<file path="config.mk">
export PLATFORM = sky130hd
export DESIGN_NAME = ser8_loader
export DESIGN_NICKNAME = d
export VERILOG_FILES = /design/src/rtl/ser8_loader_pkg.sv /design/src/rtl/ser8_loader_shift8.sv /design/src/rtl/ser8_loader.sv
export SDC_FILE = /design/constraint.sdc
export NUM_CORES = 1
export LEC_CHECK = 0
export CORE_MARGIN = 2
export CORE_UTILIZATION = 51
export DETAILED_ROUTE_END_ITERATION = 6
export GPL_ROUTABILITY_DRIVEN = 0
export PLACE_DENSITY = 0.76
export SKIP_LAST_GASP = 1
export SLEW_MARGIN = 0
export SYNTH_ARGS = -nofsm -noshare
export SYNTH_HDL_FRONTEND = slang
export SYNTH_SLANG_ARGS = --single-unit
</file>
<file path="constraint.sdc">
create_clock -name clk -period 1.4 [get_ports clk]
set_input_delay 0.21 -clock clk [delete_from_list [all_inputs] [get_ports clk]]
set_output_delay 0.21 -clock clk [all_outputs]
set_load 0.005 [all_outputs]
</file>
<file path="src/rtl/ser8_loader_pkg.sv">
// Shared definitions for the ser8_loader serial-to-parallel front end:
// FSM encodings, datapath widths and the parity helper.
package ser8_loader_pkg;

  localparam int SER8_W = 8;
  localparam int CNT_W  = 3;

  localparam logic [CNT_W-1:0] CNT_ZERO = 3'd0;
  localparam logic [CNT_W-1:0] CNT_ONE  = 3'd1;
  localparam logic [CNT_W-1:0] CNT_MAX  = 3'd7;

  typedef enum logic [1:0] {
    ST_IDLE   = 2'd0,
    ST_SHIFT  = 2'd1,
    ST_PARITY = 2'd2
  } state_e;

  // acc is the running XOR of the data bits; the frame is good when folding
  // in the parity bit yields the selected parity sense.
  function automatic logic parity_ok(input logic acc, input logic par_bit, input logic odd);
    return ((acc ^ par_bit) == odd);
  endfunction

endpackage

</file>
<file path="src/rtl/ser8_loader_shift8.sv">
// 8-bit serial-in/parallel-out shift register; msb_first selects whether the
// first bit shifted in ends up at bit 7 (left shift) or bit 0 (right shift).
module shift8
  import ser8_loader_pkg::*;
(
  input  logic              clk,
  input  logic              res,
  input  logic              shift_en,
  input  logic              ser_in,
  input  logic              msb_first,
  output logic [SER8_W-1:0] par_out
);

  logic [SER8_W-1:0] shreg_r;

  // Shift one bit per enabled edge; hold otherwise.
  always_ff @(posedge clk or posedge res) begin
    if (res) begin
      shreg_r <= 8'h00;
    end else if (shift_en) begin
      if (msb_first) begin
        shreg_r <= {shreg_r[SER8_W-2:0], ser_in};
      end else begin
        shreg_r <= {ser_in, shreg_r[SER8_W-1:1]};
      end
    end else begin
      shreg_r <= shreg_r;
    end
  end

  assign par_out = shreg_r;

endmodule

</file>
<file path="src/rtl/ser8_loader.sv">
// Serial-to-parallel loader for the 8-bit enable register: assembles a byte,
// checks the trailing parity bit and issues a one-cycle load strobe.
module ser8_loader
  import ser8_loader_pkg::*;
#(
  parameter int PARITY_ODD = 0,
  parameter int MSB_FIRST  = 1
) (
  input  logic              clk,
  input  logic              res,
  input  logic              Frm_Start,
  input  logic              Ser_Vld,
  input  logic              Ser_In,
  output logic [SER8_W-1:0] Data_Out,
  output logic              EN_Out,
  output logic              Par_Err,
  output logic              Busy
);

  localparam logic ODD_L = (PARITY_ODD != 0) ? 1'b1 : 1'b0;
  localparam logic MSB_L = (MSB_FIRST != 0) ? 1'b1 : 1'b0;

  state_e            state_r;
  state_e            state_nxt_s;
  logic [CNT_W-1:0]  cnt_r;
  logic [CNT_W-1:0]  cnt_nxt_s;
  logic              par_acc_r;
  logic              par_acc_nxt_s;
  logic              shift_en_s;
  logic              load_s;
  logic              err_s;
  logic [SER8_W-1:0] shreg_s;
  logic [SER8_W-1:0] data_r;
  logic              en_r;
  logic              perr_r;
  logic              busy_r;

  shift8 u_shift8 (
    .clk       (clk),
    .res       (res),
    .shift_en  (shift_en_s),
    .ser_in    (Ser_In),
    .msb_first (MSB_L),
    .par_out   (shreg_s)
  );

  // Next-state, counter, parity accumulator and strobe decode.
  always_comb begin
    state_nxt_s   = state_r;
    cnt_nxt_s     = cnt_r;
    par_acc_nxt_s = par_acc_r;
    shift_en_s    = 1'b0;
    load_s        = 1'b0;
    err_s         = 1'b0;
    case (state_r)
      ST_IDLE: begin
        // Ser_Vld on the start cycle is deliberately ignored.
        if (Frm_Start) begin
          state_nxt_s   = ST_SHIFT;
          cnt_nxt_s     = CNT_ZERO;
          par_acc_nxt_s = 1'b0;
        end else begin
          state_nxt_s = ST_IDLE;
        end
      end
      ST_SHIFT: begin
        if (Ser_Vld) begin
          shift_en_s    = 1'b1;
          cnt_nxt_s     = cnt_r + CNT_ONE;
          par_acc_nxt_s = par_acc_r ^ Ser_In;
          if (cnt_r == CNT_MAX) begin
            state_nxt_s = ST_PARITY;
          end else begin
            state_nxt_s = ST_SHIFT;
          end
        end else begin
          state_nxt_s = ST_SHIFT;
        end
      end
      ST_PARITY: begin
        if (Ser_Vld) begin
          state_nxt_s = ST_IDLE;
          if (parity_ok(par_acc_r, Ser_In, ODD_L)) begin
            load_s = 1'b1;
          end else begin
            err_s = 1'b1;
          end
        end else begin
          state_nxt_s = ST_PARITY;
        end
      end
      default: begin
        state_nxt_s   = ST_IDLE;
        cnt_nxt_s     = CNT_ZERO;
        par_acc_nxt_s = 1'b0;
      end
    endcase
  end

  // FSM state, bit counter and parity accumulator registers.
  always_ff @(posedge clk or posedge res) begin
    if (res) begin
      state_r   <= ST_IDLE;
      cnt_r     <= CNT_ZERO;
      par_acc_r <= 1'b0;
    end else begin
      state_r   <= state_nxt_s;
      cnt_r     <= cnt_nxt_s;
      par_acc_r <= par_acc_nxt_s;
    end
  end

  // Output registers: byte is only replaced on a good frame; strobes last one cycle.
  always_ff @(posedge clk or posedge res) begin
    if (res) begin
      data_r <= 8'h00;
      en_r   <= 1'b0;
      perr_r <= 1'b0;
      busy_r <= 1'b0;
    end else begin
      if (load_s) begin
        data_r <= shreg_s;
      end else begin
        data_r <= data_r;
      end
      en_r   <= load_s;
      perr_r <= err_s;
      busy_r <= (state_nxt_s != ST_IDLE);
    end
  end

  assign Data_Out = data_r;
  assign EN_Out   = en_r;
  assign Par_Err  = perr_r;
  assign Busy     = busy_r;

endmodule

</file>
==> Word level (Yosys, flattened, before mapping) <==
Cells that the tools add are included.
{ "totals": {"reg_bits": 25, "input_bits": 5, "wordCells": 38} }
{ "op_classes": {"bitwise_logic": 2, "n_mux": 19, "eq_ne": 5, "reduce_logical": 3, "addsub": 1} }
{ "op_table": {"columns": ["cell", "n"], "rows": [
  ["$mux W1", 11],
  ["$pmux W3 S3", 1],
  ["$mux W2", 3],
  ["$mux W3", 2],
  ["$pmux W2 S3", 1],
  ["$ne A2 B2 Y1 const B", 2],
  ["$add A3 B1 Y3 const B", 1],
  ["$eq A3 B3 Y1 const B", 1],
  ["$pmux W1 S3", 1],
  ["$reduce_and A3 Y1", 1],
  ["$eq A2 B1 Y1 const B", 1],
  ["$eq A2 B2 Y1 const B", 1],
  ["$logic_not A2 Y1", 1],
  ["$reduce_bool A2 Y1", 1],
  ["$not A1 Y1", 1],
  ["$xor A1 B1 Y1", 1]
]} }

==> Longest topological paths before layout <==
Gate-level depths: netlist of run 1.
{ "logic_depth": {"word_depth": 5, "depth_mapped": 5} }

==> Modules after synthesis <==
From an unflattened synthesis of run 1, not the netlist that was laid out.
{ "hier_totals": {"hier_cells": 91, "area_unflattened_um2": 1123.6} }
{ "by_module_without_submodules": {"columns": ["mod", "cells_each", "instances", "area_per_inst_um2", "seq_area_each_um2"], "rows": [
  ["ser8_loader", 55, 1, 735.7, 425.4],
  ["shift8", 36, 1, 387.9, 200.2]
]} }

==> Worst setup path before layout of run 1 <==
OpenSTA, ideal clock, no wires.
{ "synth_path": {"kind": "register -> register", "start": "register state_r[0]", "end": "register data_r[0] (netlist: Data_Out[0])", "path_stages_with_launch": 5, "path_slack_ps": 108, "required_ps": 1275, "period_less_slack_ps": 1292, "t_arrival_ps": 1168, "n_path_buf": 1, "cell_sequence": "dfrtp_1 > buf_6 > nand3b_4 > nor2_4 > mux2_2"} }
{ "synth_via": {"elab_chain_len": 2} }
{ "synth_lines": {"columns": ["element", "line_no", "rtl"], "rows": [
  ["start, declared", "ser8_loader.sv:23", "state_e state_r;"],
  ["start signal, assigned", "ser8_loader.sv:107", "state_r <= state_nxt_s;"],
  ["$eq A2 B2 Y1", "ser8_loader.sv:55", "case (state_r)"],
  ["$mux W1", "ser8_loader.sv:55", null],
  ["net load_s", "ser8_loader.sv:30", "logic load_s;"],
  ["end signal, assigned", "ser8_loader.sv:122", "data_r <= shreg_s;"],
  ["end signal, assigned", "ser8_loader.sv:124", "data_r <= data_r;"],
  ["end, declared", "ser8_loader.sv:33", "logic [SER8_W-1:0] data_r;"]
]} }
The timed path passes the listed nets, and every way through them passes these cells.
A chain may end at the register's enable or synchronous reset.

==> Final worst setup path of run 1 <==
{ "layout_path": {"start": "register par_acc_r", "end": "register data_r[7] (netlist: Data_Out[7])"} }
{ "layout_via": {"elab_chain_len": 4} }
{ "layout_lines": {"columns": ["element", "line_no", "rtl"], "rows": [
  ["start, declared", "ser8_loader.sv:27", "logic par_acc_r;"],
  ["start signal, assigned", "ser8_loader.sv:109", "par_acc_r <= par_acc_nxt_s;"],
  ["$xor A1 B1 Y1", "ser8_loader_pkg.sv:21", "return ((acc ^ par_bit) == odd);"],
  ["$mux W1", "ser8_loader.sv:83", "if (parity_ok(par_acc_r, Ser_In, ODD_L)) begin"],
  ["$mux W1", "ser8_loader.sv:81", "if (Ser_Vld) begin"],
  ["$mux W1", "ser8_loader.sv:55", null],
  ["net load_s", "ser8_loader.sv:30", null]
]} }
The timed path passes the listed nets, and every way through them passes these cells.

==> flow_summary.ini, run 1 <==
[worst_setup_path]
r2r_setup_slack_ns = 0.08
critical_path.startpoint = par_acc_r$_DFFE_PP0P_
cp-start-kind = register
end_kind = register
slowest_stage = dfrtp_1
r2r_cells = 3
cp_max_fo = 9
path_buf_inv = 0
r2r_start = par_acc_r$_DFFE_PP0P_
path_cells = xor2_2, nor2_4, mux2_2
slowest_delay_ns = 0.44
cp_top_family = flip-flops
criticalPathCategory = reg -> reg
worstSetupEndpoint = Data_Out[7]$_DFFE_PP0P_
r2r_end = Data_Out[7]$_DFFE_PP0P_
cp.depth = 3
cp_data_arrival_time_ns = 1.52
worst_ep_required_time_ns = 1.60

[drt]
viasPerCell = 5.11
wire_per_inst_um = 13.1
vias = 623
drtIter0Drc = 1
antenna_left = 0
wirelength_um = 1600
post-route-drc-count = 0
drt_first_pass_iters = 2

[sta]
worst_slew_pin_slew_ns = 0.300
setup_viol = 0
worst_slack_ns = 0.0825
hold_violations = 0
rsz0062_at_grt = no
slew_headroom_pct = 80.0
drv_slew = 0
fmax_mhz = 759
finalCritPeriodShare_pct = 94.1
period_needed_ns = 1.32
skew_ns = 0.00383

[cells_and_area]
nNetsFinal = 103
multi_input_comb_area_um2 = 407
fill_cells = 165
antenna_cells = 0
area_delta_synth_final_pct = 23.4
regArea_um2 = 627
stdcell_count = 122
final_layout_size_suffix_gt1_share_pct = 33.7

[worst_hold_path]
hp-class = in -> async

[synthesis]
synth_most_common_cell = dfrtp_1
ys_types = 22
syn_area_um2 = 1050
synthArstFlopShare_pct = 100
synth_area_leaders = dfrtp_1, mux2_2, ha_1
synthCells = 72
synth_nets = 79
synth_top_area_share_pct = 59.5
yosysWarnings = 0
synth_top_flop_cell = dfrtp_1
synth-edff-count = 0
ys_ff_latch = 25
synth_largest_area_cell = dfrtp_1
avgSynthCellArea_um2 = 14.6
yosysSeqAreaShare_pct = 59.5
netlist_top_cells_count = dfrtp_1, mux2_2, nand2_1

[floorplanning]
dieArea_um2 = 2440
die_w_um = 49.4
rows = 16
num_io_pins = 16
coreArea_um2 = 1960
start_util_pct = 53.6
die_y_um = 49.4

[grt]
antenna_found_initial = 0
grt_pass1_vias = 608
grt_pass1_wl_um = 2830
grtUsageTotal_pct = 16.1
grt_max_degree = 26
overflow = 0

[clocking]
max-clock-path-buffers = 2
cts.sinks = 25
cts_max_level = 1
cts_made_buffers = 3
cts-hold-fix-buffers = 0
cts.clk_slew.worst_paths_ns = 0.13
root_buffer = clkbuf_4
tritoncts = built
clk_latency_ns = 0.31

[pwr]
power_leakage_nw = 0.686
p_per_area_nw_per_um2 = 1620
peakVddDrop_mv = 1.00

[run]
cap_viol_max_count = 0

[place]
dpl.hpwl_um = 1190
pre_cts_slack_ns = -0.258
io_buffers = 15
dp.cells = 117

[run_status]
status = complete, no violations
## worst min path at each step
stage	startpoint	endpoint	slack [ns]	depth (start not counted)
floorplan	res	Busy$_DFF_PP0_	0.24	1
global placement	u_shift8.par_out[7]$_DFFE_PP0P_	u_shift8.par_out[7]$_DFFE_PP0P_	0.49	1
detailed placement	u_shift8.par_out[7]$_DFFE_PP0P_	u_shift8.par_out[7]$_DFFE_PP0P_	0.49	1
CTS	res	u_shift8.par_out[4]$_DFFE_PP0P_	0.23	3
global route	res	u_shift8.par_out[4]$_DFFE_PP0P_	0.26	3
finish	res	Data_Out[1]$_DFFE_PP0P_	0.23	3
## routing by layer
| metal | track usage (%) | up-vias | share of wire [%] |
|---|---|---|---|
| met5 | 0 | - | 0 |
| met4 | 9.72 | 0 | 2.8 |
| met3 | 2.76 | 4 | 2.7 |
| met2 | 23.9 | 13 | 47 |
| met1 | 22.2 | 307 | 48 |
| li1 | - | 299 | - |
## sequential cells by signal (all words and copies together), names as in the netlist
name / flops
Busy: 1
state_r: 2
u_shift8.par_out: 8
Data_Out: 8
EN_Out: 1
par_acc_r: 1
cnt_r: 3
Par_Err: 1
## power by group
| group | internal [W] | switching [W] | total [W] |
|---|---|---|---|
| sequential | 0.000962 | 0.000158 | 0.00112 |
| combinational | 0.000403 | 0.000281 | 0.000684 |
| clock | 0.000107 | 0.000198 | 0.000304 |
## tightest hold or removal path, delay by kind of cell
family / cells / cell delay [ns]
buf+inv: 3 / 0.74
## layout by cell type (no fill, tap or decap), types with 2 or more instances in the layout
| master | count |
|---|---|
| dfrtp_1 | 24 |
| mux2_2 | 16 |
| dlygate4sd2_1 | 7 |
| buf_4 | 6 |
| nand2_1 | 4 |
| clkdlybuf4s50_1 | 4 |
| dlymetal6s2s_1 | 4 |
| nand2b_1 | 3 |
| o22ai_1 | 3 |
| clkbuf_4 | 3 |
| inv_1 | 2 |
| mux2i_1 | 2 |
| o2bb2ai_1 | 2 |
| ha_1 | 2 |
## cell families (layout without fill, tap and decap cells)
family                   after synthesis  count (layout)  share of synthesized area [%]
buffers and inverters                  4              27                           2.50
multiplexers                          18              18                           19.0
XOR/XNOR                               3               3                           3.21
flip-flops                            25              25                           59.5
AND/OR/NAND/NOR                       13              13                           8.68
AO/OA/AOI/OAI                          7               7                           4.76
adder cells (fa/ha/maj)                2               2                           2.38
## final cells by class
class / count / area share (%)
timing repair buffer: 21 / 15.1
clock buffer: 3 / 1.73
sequential: 25 / 48.3
multi-input combinational: 43 / 31.3
tap: 27 / 2.60
clock inverter: 1 / 0.385
inverter: 2 / 0.578
## repair_timing
item	CTS	global route
setup buffers	0	1
pin swaps	0	1
endpoints found under the hold margin	0	0
gates cloned	0	0
endpoints found under the setup margin	7	10
gates resized for setup	7	6
## stage by stage
stage	util [%]	TNS, ns	power, W	hold slack [ns]	cell area, um^2
after floorplan	-	0	0.00161	0.237	1050
after global placement	64.0	-3.02	0.00180	0.486	1250
after detailed placement	64.0	-3.29	0.00184	0.491	1250
after CTS	64.9	0	0.00213	0.229	1270
after global routing	66.2	0	0.00229	0.257	1300
final	66.2	0	0.00211	0.231	1300
(Power assumes the default switching activity.)
==> run 2: changes to the inputs <==
Settings changed: CORE_UTILIZATION 51 to 35, PLACE_DENSITY 0.76 to unset.
==> run 2 against run 1 <==
Effect of this change:
- the flow now finishes with violations (DRC)
- utilization shrank 19 points
- critical path depth unchanged
- via count is 2.6% lower
- final cell count up 3.3%
- first-iteration DRC count rose to 10 times the previous value
- sequential power hardly changed
- die area increased by 42%
- design area grew 0.87%
- combinational power is 2% lower
- sequential share of layout area down 0.41 points
- non-clock buffer count unchanged
- largest cell class unchanged
==> flow_summary.ini, run 2 (same netlist as run 1, synthesis figures left out) <==
[clocking]
cts_made_buffers = 3
cts.sinks = 25
max-clock-path-buffers = 2
cts_max_level = 1
root_buffer = clkbuf_4
tritoncts = built
clk_latency_ns = 0.31
cts.clk_slew.worst_paths_ns = 0.14
cts-hold-fix-buffers = 0

[floorplanning]
die_w_um = 58.8
num_io_pins = 16
die_y_um = 58.8
coreArea_um2 = 2810
rows = 19
dieArea_um2 = 3460
start_util_pct = 37.5

[worst_setup_path]
criticalPathCategory = reg -> reg
cp_data_arrival_time_ns = 1.53
cp_top_family = flip-flops
worst_ep_required_time_ns = 1.61
path_cells = xor2_2, nor2_4, mux2_2
slowest_stage = dfrtp_1
end_kind = register
path_buf_inv = 0
slowest_delay_ns = 0.45
cp_max_fo = 9
cp-start-kind = register

[sta]
worst_slew_pin_slew_ns = 0.312
drv_slew = 0
rsz0062_at_grt = no
fmax_mhz = 756
hold_violations = 0
setup_viol = 0
finalCritPeriodShare_pct = 94.5
period_needed_ns = 1.32
skew_ns = 0.00778
slew_headroom_pct = 79.2

[cells_and_area]
final_layout_size_suffix_gt1_share_pct = 33.7
multi_input_comb_area_um2 = 407
layout_common_cells = dfrtp_1, mux2_2, dlygate4sd2_1, buf_4, dlymetal6s2s_1
antenna_cells = 0
design_area_um2 = 1310
regArea_um2 = 627
area_delta_synth_final_pct = 24.5
fin_util_pct = 46.7
stdcell_count = 126
nNetsFinal = 103
fill_cells = 257
final_common_cell = dfrtp_1

[worst_hold_path]
hp-class = in -> async

[place]
placed_cell_area_um2 = 1260
dp.cells = 121
dpl.hpwl_um = 1100
io_buffers = 15

[grt]
grtUsageTotal_pct = 10.7
grt_pass1_wl_um = 2800
overflow = 0
grt_pass1_vias = 607
antenna_found_initial = 0
grt_max_degree = 26

[drt]
drt_first_pass_iters = 7
antenna_left = 0
drtIter0Drc = 10
post-route-drc-count = 2
viasPerCell = 4.82
wire_per_inst_um = 12.3
vias = 607
wirelength_um = 1550

[pwr]
p_per_area_nw_per_um2 = 1610
power_leakage_nw = 0.696
peakVddDrop_mv = 0.597

[run_status]
violations = DRC
status = complete, but fails checks

[run]
cap_viol_max_count = 0
-- run 2: changes by cell type in the layout (fill, tap and decap cells not counted), sizes merged --
| cell | previous run | this run |
|---|---|---|
| dlymetal6s2s | 4 | 5 |
| clkinvlp | 0 | 1 |
| dlygate4sd2 | 7 | 6 |
| clkinv | 1 | 0 |
-- run 2: metrics by stage --
step	setup slack (ns)	power, W	hold slack, ns	TNS (ns)
6_report	0.0770	0.00211	0.234	0
5_1_grt	0.00393	0.00230	0.254	0
4_1_cts	0.00227	0.00213	0.241	0
3_5_place_dp	-0.247	0.00183	0.495	-3.30
3_3_place_gp	-0.229	0.00181	0.490	-3.02
2_1_floorplan	0.108	0.00161	0.237	0
-- run 2: final cells by class --
class / instances / area share, %
clock buffers: 3 / 1.72
clock inverters: 1 / 0.573
inverters: 2 / 0.573
multi-input cells: 43 / 31.0
well taps: 31 / 2.96
flip-flops and latches: 25 / 47.9
repair buffers: 21 / 15.3
-- run 2: metal layers --
metal  global-route usage [%]  vias to the layer above  wire length, um
met3                     1.98                        2               54
met2                     15.7                        9              670
met5                        0                        -                0
li1                         -                      299                -
met4                     4.87                        0               27
met1                     15.3                      297              800
-- run 2: worst reg2reg max path: cells and delay by family, from the launching register on --
family	cells	cell delay (ns)
xor+xnor	1	0.18
flops	1	0.45
simple gates	1	0.23
mux	1	0.37
-- run 2: power by group --
part | switching [W] | leakage, nW | internal (W)
Combinational | 0.000270 | 0.369 | 0.000399
Clock | 0.000212 | 0.0139 | 0.000109
Sequential | 0.000161 | 0.313 | 0.000962
Total | 0.000643 | 0.696 | 0.00147
-- run 2: what timing repair did --
action / CTS / global route
gates resized for setup: 6 / 7
pin swaps: 0 / 1
setup endpoints to repair: 6 / 13
buffers inserted: 1 / 0
-- run 2: final timing paths --
kind	from	endpoint	slack (ns)	depth (start not counted)
max	par_acc_r$_DFFE_PP0P_	Data_Out[7]$_DFFE_PP0P_	0.08	3
max reg2reg	par_acc_r$_DFFE_PP0P_	Data_Out[7]$_DFFE_PP0P_	0.08	3
min	res	Data_Out[6]$_DFFE_PP0P_	0.23	3
max in group asynchronous	res	state_r[1]$_DFF_PP0_	0.91	3
min reg2reg	Data_Out[5]$_DFFE_PP0P_	Data_Out[5]$_DFFE_PP0P_	0.52	1
min in group clk	Data_Out[5]$_DFFE_PP0P_	Data_Out[5]$_DFFE_PP0P_	0.52	1
==> variant 1: new RTL, config.mk and constraints of run 2 <==
Register the output `EN_Out` once more; this adds one clock of latency there. The other outputs are not delayed to match.
--- a/src/rtl/ser8_loader.sv
+++ b/src/rtl/ser8_loader.sv
@@ -132,3 +132,5 @@
   assign Data_Out = data_r;
-  assign EN_Out   = en_r;
+  always_ff @(posedge clk) begin
+    EN_Out <= en_r;
+  end
   assign Par_Err  = perr_r;
Function: no difference found for any inputs over 10 cycles, from zero or initial values; that may be too few to reach the edited logic, so the function may still have changed.
==> variant 1 against run 2 <==
  * Synthesized area rose by 1.9%
  * Power rose by 10%
  * Wire length rose by 6.4%
  * Non-clock buffer count rose by 1
  * Sequential cell count rose by 1
  * Final cell count rose by 4.0%
  * Critical endpoint unchanged
  * Utilization fell by 1.2 points
  * Cell area rose by 3.3%
  * Worst setup slack got worse by 4.1 ps
  * Sequential share of layout area fell by 0.16 points
  * First-iteration DRC count fell by 40%
  * Count of clock-buffer cells in the layout did not move
  * Clock power rose by 57%
  * Critical path type unchanged
==> variant 1: results (changes against run 2) <==
| Metric | Value |
|---|---|
| Syn_area_per_cell | `14.7 um2 (+0.51%)` |
| Ys async rst share | `96.2% (-3.8 points)` |
| ClkCell Share | `3.88% (+1.6 points)` |
| Worst Tran Pin Value | `309 ps (-3.27 ps)` |
| Final Instance Count excl. Fillers | `131 (+4.0%)` |
| Layout cells sized above 1 | `32.7% (-1.0 points)` |
| Post-synth top cells | `dfrtp_1 (25), mux2_2 (16), nand2_1 (4)` |
| Reg2Reg Depth | `3 (unchanged)` |
| CP delay by family, top | `flip-flops` |
| CTS root buffer | `clkbuf_4` |
| Final Skew | `5.14 ps (-2.64 ps)` |
| Reg2reg start | `par_acc_r` |
| Length of the first detailed-routing pass in iterations | `4 (-3)` |
| Critical path arrival | `1550 ps (+20 ps)` |
| Inverters | `2 (unchanged)` |
| Crit path max fanout | `4 (-5)` |
| Fill cell total of the finished layout | `283 (+10%)` |
| FF-to-FF End | `Data_Out[7]` |
| Leak pwr | `0.698 nW (+0.23%)` |
| Ranking of synthesized cells by area | `dfrtp_1 (58%), mux2_2 (17%), ha_1 (2.3%)` |
| Clk Latency, worst-skew pair | `~320 ps` |
| H-tree depth | `1 (unchanged)` |
| Iter 0 DRT Violations | `6 (-4)` |
| Syn Nets | `80 (+1.3%)` |
| Largest net degree at the start of global routing | `26 (unchanged)` |
| Post-layout net count | `106 (+2.9%)` |
| Post-DP HPWL | `1150 um (+4.8%)` |
| Multi-input gates | `44 (+2.3%)` |
| Initial antenna violation count | `0 (unchanged)` |
| Yosys warnings | `0 (unchanged)` |
| CTS sink count | `26 (+4.0%)` |
| Vias in the first global route | `608 (+0.16%)` |
| Total global-route track usage | `11.0% (+0.29 points)` |
| Setup slack, reg-to-reg | `70 ps` |
| Outcome | `completed` |
| Non-clock buffer count | `22 (+4.8%)` |
| Dpl cells | `124 (+2.5%)` |
| Clock buffers | `3 (unchanged)` |
| Worst hold path type | `in2async` |
| Drt wl/cell | `12.6 um (+2.4%)` |
| IO Port Bufs | `15 (unchanged)` |
| Sequential area share after synthesis | `60.2% (+0.76 points)` |
| Vias/cell | `4.82 (+0.14%)` |
| Multi-input gate share of total cell area | `30.0% (-1.0 points)` |
| Buffering overhead | `14.8% (-0.49 points)` |
| Yosys cell types | `23 (+4.5%)` |
| Slowest cell on crit path | `dfrtp_1` |
| Max VDD drop | `0.000584 V (-2.1%)` |
| FF+latch area | `646 um2 (+3.0%)` |
| First-pass GRT wire length | `2810 um (+0.25%)` |
## variant 1: changes by cell type after synthesis, sizes merged
cell | run 2 | this run
dfxtp | 0 | 1
## variant 1: where the power goes
group	internal (mW)	switching (mW)	total (mW)	leakage, nW
Clock	0.289	0.215	0.504	0.0279
Sequential	0.990	0.167	1.16	0.323
Combinational	0.394	0.276	0.670	0.347
Total	1.67	0.658	2.33	0.698
## variant 1: worst max path at each step
stage | from | endpoint | slack, ps
detailed placement | Ser_In | Data_Out[6] | -280
floorplan | state_r[0] | Data_Out[0] | 110
CTS | Busy | Busy | 4
finish | par_acc_r | Data_Out[7] | 70
global placement | Ser_In | Data_Out[4] | -240
global route | par_acc_r | Data_Out[7] | 10
## variant 1: metrics by stage
stage | hold slack [ps] | worst slack (ps) | setup TNS [ps] | cell area, um2
2_1_floorplan | 237 | 108 | 0 | 1070
3_3_place_gp | 328 | -241 | -3150 | 1280
3_5_place_dp | 330 | -277 | -3500 | 1280
4_1_cts | 213 | 4.23 | 0 | 1340
5_1_grt | 254 | 9.99 | 0 | 1350
6_report | 216 | 72.9 | 0 | 1350
## variant 1: repair_timing
item / CTS / global route
setup buffers: 2 / 0
endpoints found under the setup margin: 8 / 11
pin swaps: 0 / 1
endpoints found under the hold margin: 0 / 0
resized for setup: 8 / 3
gates cloned: 0 / 1
## variant 1: cell families (layout without fill, tap and decap cells)
family / after synthesis / after routing / synth area share [%]
flops: 26 / 26 / 60.2
mux: 18 / 18 / 18.7
simple gates: 13 / 14 / 8.52
compound gates: 7 / 7 / 4.67
buf+inv: 4 / 28 / 2.45
xor+xnor: 3 / 3 / 3.15
fa+ha+maj: 2 / 2 / 2.33
## variant 1: routing by layer
layer  global-route usage [%]  wire length (um)
met2                     16.2               764
met3                     2.62                49
met1                     14.5               812
met4                     6.82                26
met5                        0                 0
==> variant 2: new RTL, flow settings as in run 2 <==
Made on the original files. Set the parameter `MSB_FIRST` to 0 (it was 1).
--- a/src/rtl/ser8_loader.sv
+++ b/src/rtl/ser8_loader.sv
@@ -6,3 +6,3 @@
   parameter int PARITY_ODD = 0,
-  parameter int MSB_FIRST  = 1
+  parameter int MSB_FIRST  = 0
 ) (
Check against the original RTL: no difference found for any inputs over 10 cycles, from zero or initial values; that may be too few to reach the edited logic, so the function may still have changed.
==> variant 2 against run 2 <==
  * The flow still finishes with violations (design-rule violations)
  * Synthesized cell count decreased by 1.4%
  * Wire length up 3.4%
  * Worst setup slack got worse by 48 ps
  * First-iteration DRC count up 10%
  * Clock power is 6% lower
  * Largest cell class unchanged
  * Cell area up 3.7%
  * Power increased by 0.52%
  * Via count increased by 2.5%
  * Sequential share of layout area down 1.8 points
  * Synthesized area up 0.24%
  * Sequential cell count is the same
==> variant 2: results (changes against run 2) <==
| Metric | Value |
|---|---|
| Outcome | `complete, but fails checks` |
| Failing checks | `design-rule violations` |
| Layout cells sized above 1 | `35.1% (+1.4 points)` |
| CP delay by family, top | `buffers and inverters` |
| Sequential area share after synthesis | `59.3% (-0.14 points)` |
| Post-route DRC | `2 (unchanged)` |
| Total CTS buffers | `3 (unchanged)` |
| Worst hold path type | `in2async` |
| Ranking of synthesized cells by area | `dfrtp_1 (59%), mux2_2 (16%), o2bb2ai_1 (2.5%)` |
| Post-DP HPWL | `1140 um (+3.7%)` |
| Dpl ws | `-298 ps (-50.2 ps)` |
| Final wirelength | `1610 um (+3.4%)` |
| Length of the first detailed-routing pass in iterations | `6 (-1)` |
| Vias in the first global route | `615 (+1.3%)` |
| Largest net degree at the start of global routing | `26 (unchanged)` |
| Yosys warnings | `0 (unchanged)` |
| Final Skew | `5.14 ps (-2.65 ps)` |
| Ant. Diodes | `0 (unchanged)` |
| Syn Nets | `78 (-1.3%)` |
| Post-synth top cells | `dfrtp_1 (25), mux2_2 (15), inv_1 (3), o2bb2ai_1 (3)` |
| IO Port Bufs | `15 (unchanged)` |
| Commonest non-fill, non-tap cell in the layout | `dfrtp_1` |
| Largest stage delay, worst path | `500 ps (+50 ps)` |
| First-pass GRT wire length | `2790 um (-0.50%)` |
| Clk Latency, worst-skew pair | `300 ps` |
| Initial antenna violation count | `0 (unchanged)` |
| CTS root buffer | `clkbuf_4` |
| Reg2Reg Depth | `4 (+1)` |
| Post-synth EDFFs | `0 (unchanged)` |
| Crit path max fanout | `2 (-7)` |
| Post-layout net count | `105 (+1.9%)` |
| Leak pwr | `0.785 nW (+13%)` |
| Vias/cell | `4.86 (+0.87%)` |
| Yosys cell types | `24 (+9.1%)` |
| Max clock buf depth | `2 (unchanged)` |
| Max VDD drop | `0.000759 V (+27%)` |
| Clk slew on worst S/H paths | `130 ps` |
| Post-Route Setup TNS | `0 ps (unchanged)` |
| Slowest cell on crit path | `clkdlybuf4s50_1` |
| Iter 0 DRT Violations | `11 (+1)` |
| Max_slew headroom | `79.2% (about the same)` |
| Critical path arrival | `1160 ps (-370 ps)` |
| H-tree depth | `1 (unchanged)` |
| Total global-route track usage | `11.1% (+0.40 points)` |
| Ys async rst share | `100% (unchanged)` |
[variant 2: power by group]
part | leakage (nW) | internal, mW | switching [mW] | total (mW)
Combinational | 0.455 | 0.425 | 0.270 | 0.695
Clock | 0.0150 | 0.111 | 0.191 | 0.302
Sequential | 0.315 | 0.961 | 0.165 | 1.13
Total | 0.785 | 1.50 | 0.626 | 2.12
[variant 2: area by class of cell]
class | instances | area, um2
Clock buffer | 4 | 26.3
Fill cell | 260 | 1450
Inverter | 3 | 11.3
Multi-Input combinational cell | 41 | 402
Sequential cell | 25 | 626
Tap cell | 31 | 38.8
Timing Repair Buffer | 24 | 255
[variant 2: metrics by stage]
step                instances  area, um2
detailed placement        120       1260
global route              128       1360
floorplan                  71       1050
finish                    128       1360
CTS                       125       1300
global placement          120       1260
[variant 2: path summary, 6_finish.rpt]
check | end | startpoint | slack, ps
min in group clk | Data_Out[2] | Data_Out[2] | 520
worst min register to register | Data_Out[2] | Data_Out[2] | 520
max in group asynchronous | u_shift8.par_out[7] | res | 920
worst min-delay path | Par_Err | res | 240
worst max-delay path | Data_Out[1] | Data_Out[1] | 30
worst max register to register | Data_Out[5] | par_acc_r | 60
[variant 2: what timing repair did]
item,CTS,global route
gates resized for setup,0,11
endpoints found under the setup margin,4,19
buffers inserted,1,3
pin swaps,1,1
[variant 2: cell families after synthesis]
| group | share of synthesized area (%) |
|---|---|
| simple gates | 7.47 |
| flops | 59.3 |
| buf+inv | 2.85 |
| mux | 19.3 |
| fa+ha+maj | 2.37 |
| xor+xnor | 3.20 |
| compound gates | 5.46 |
[variant 2: layer usage]
metal / vias up / global-route usage, % / routed length [um]
li1: 300 / - / -
met1: 310 / 15.6 / 776
met2: 10 / 15.7 / 740
met3: 2 / 3.30 / 73
met4: 0 / 4.87 / 16
met5: - / 0 / 0
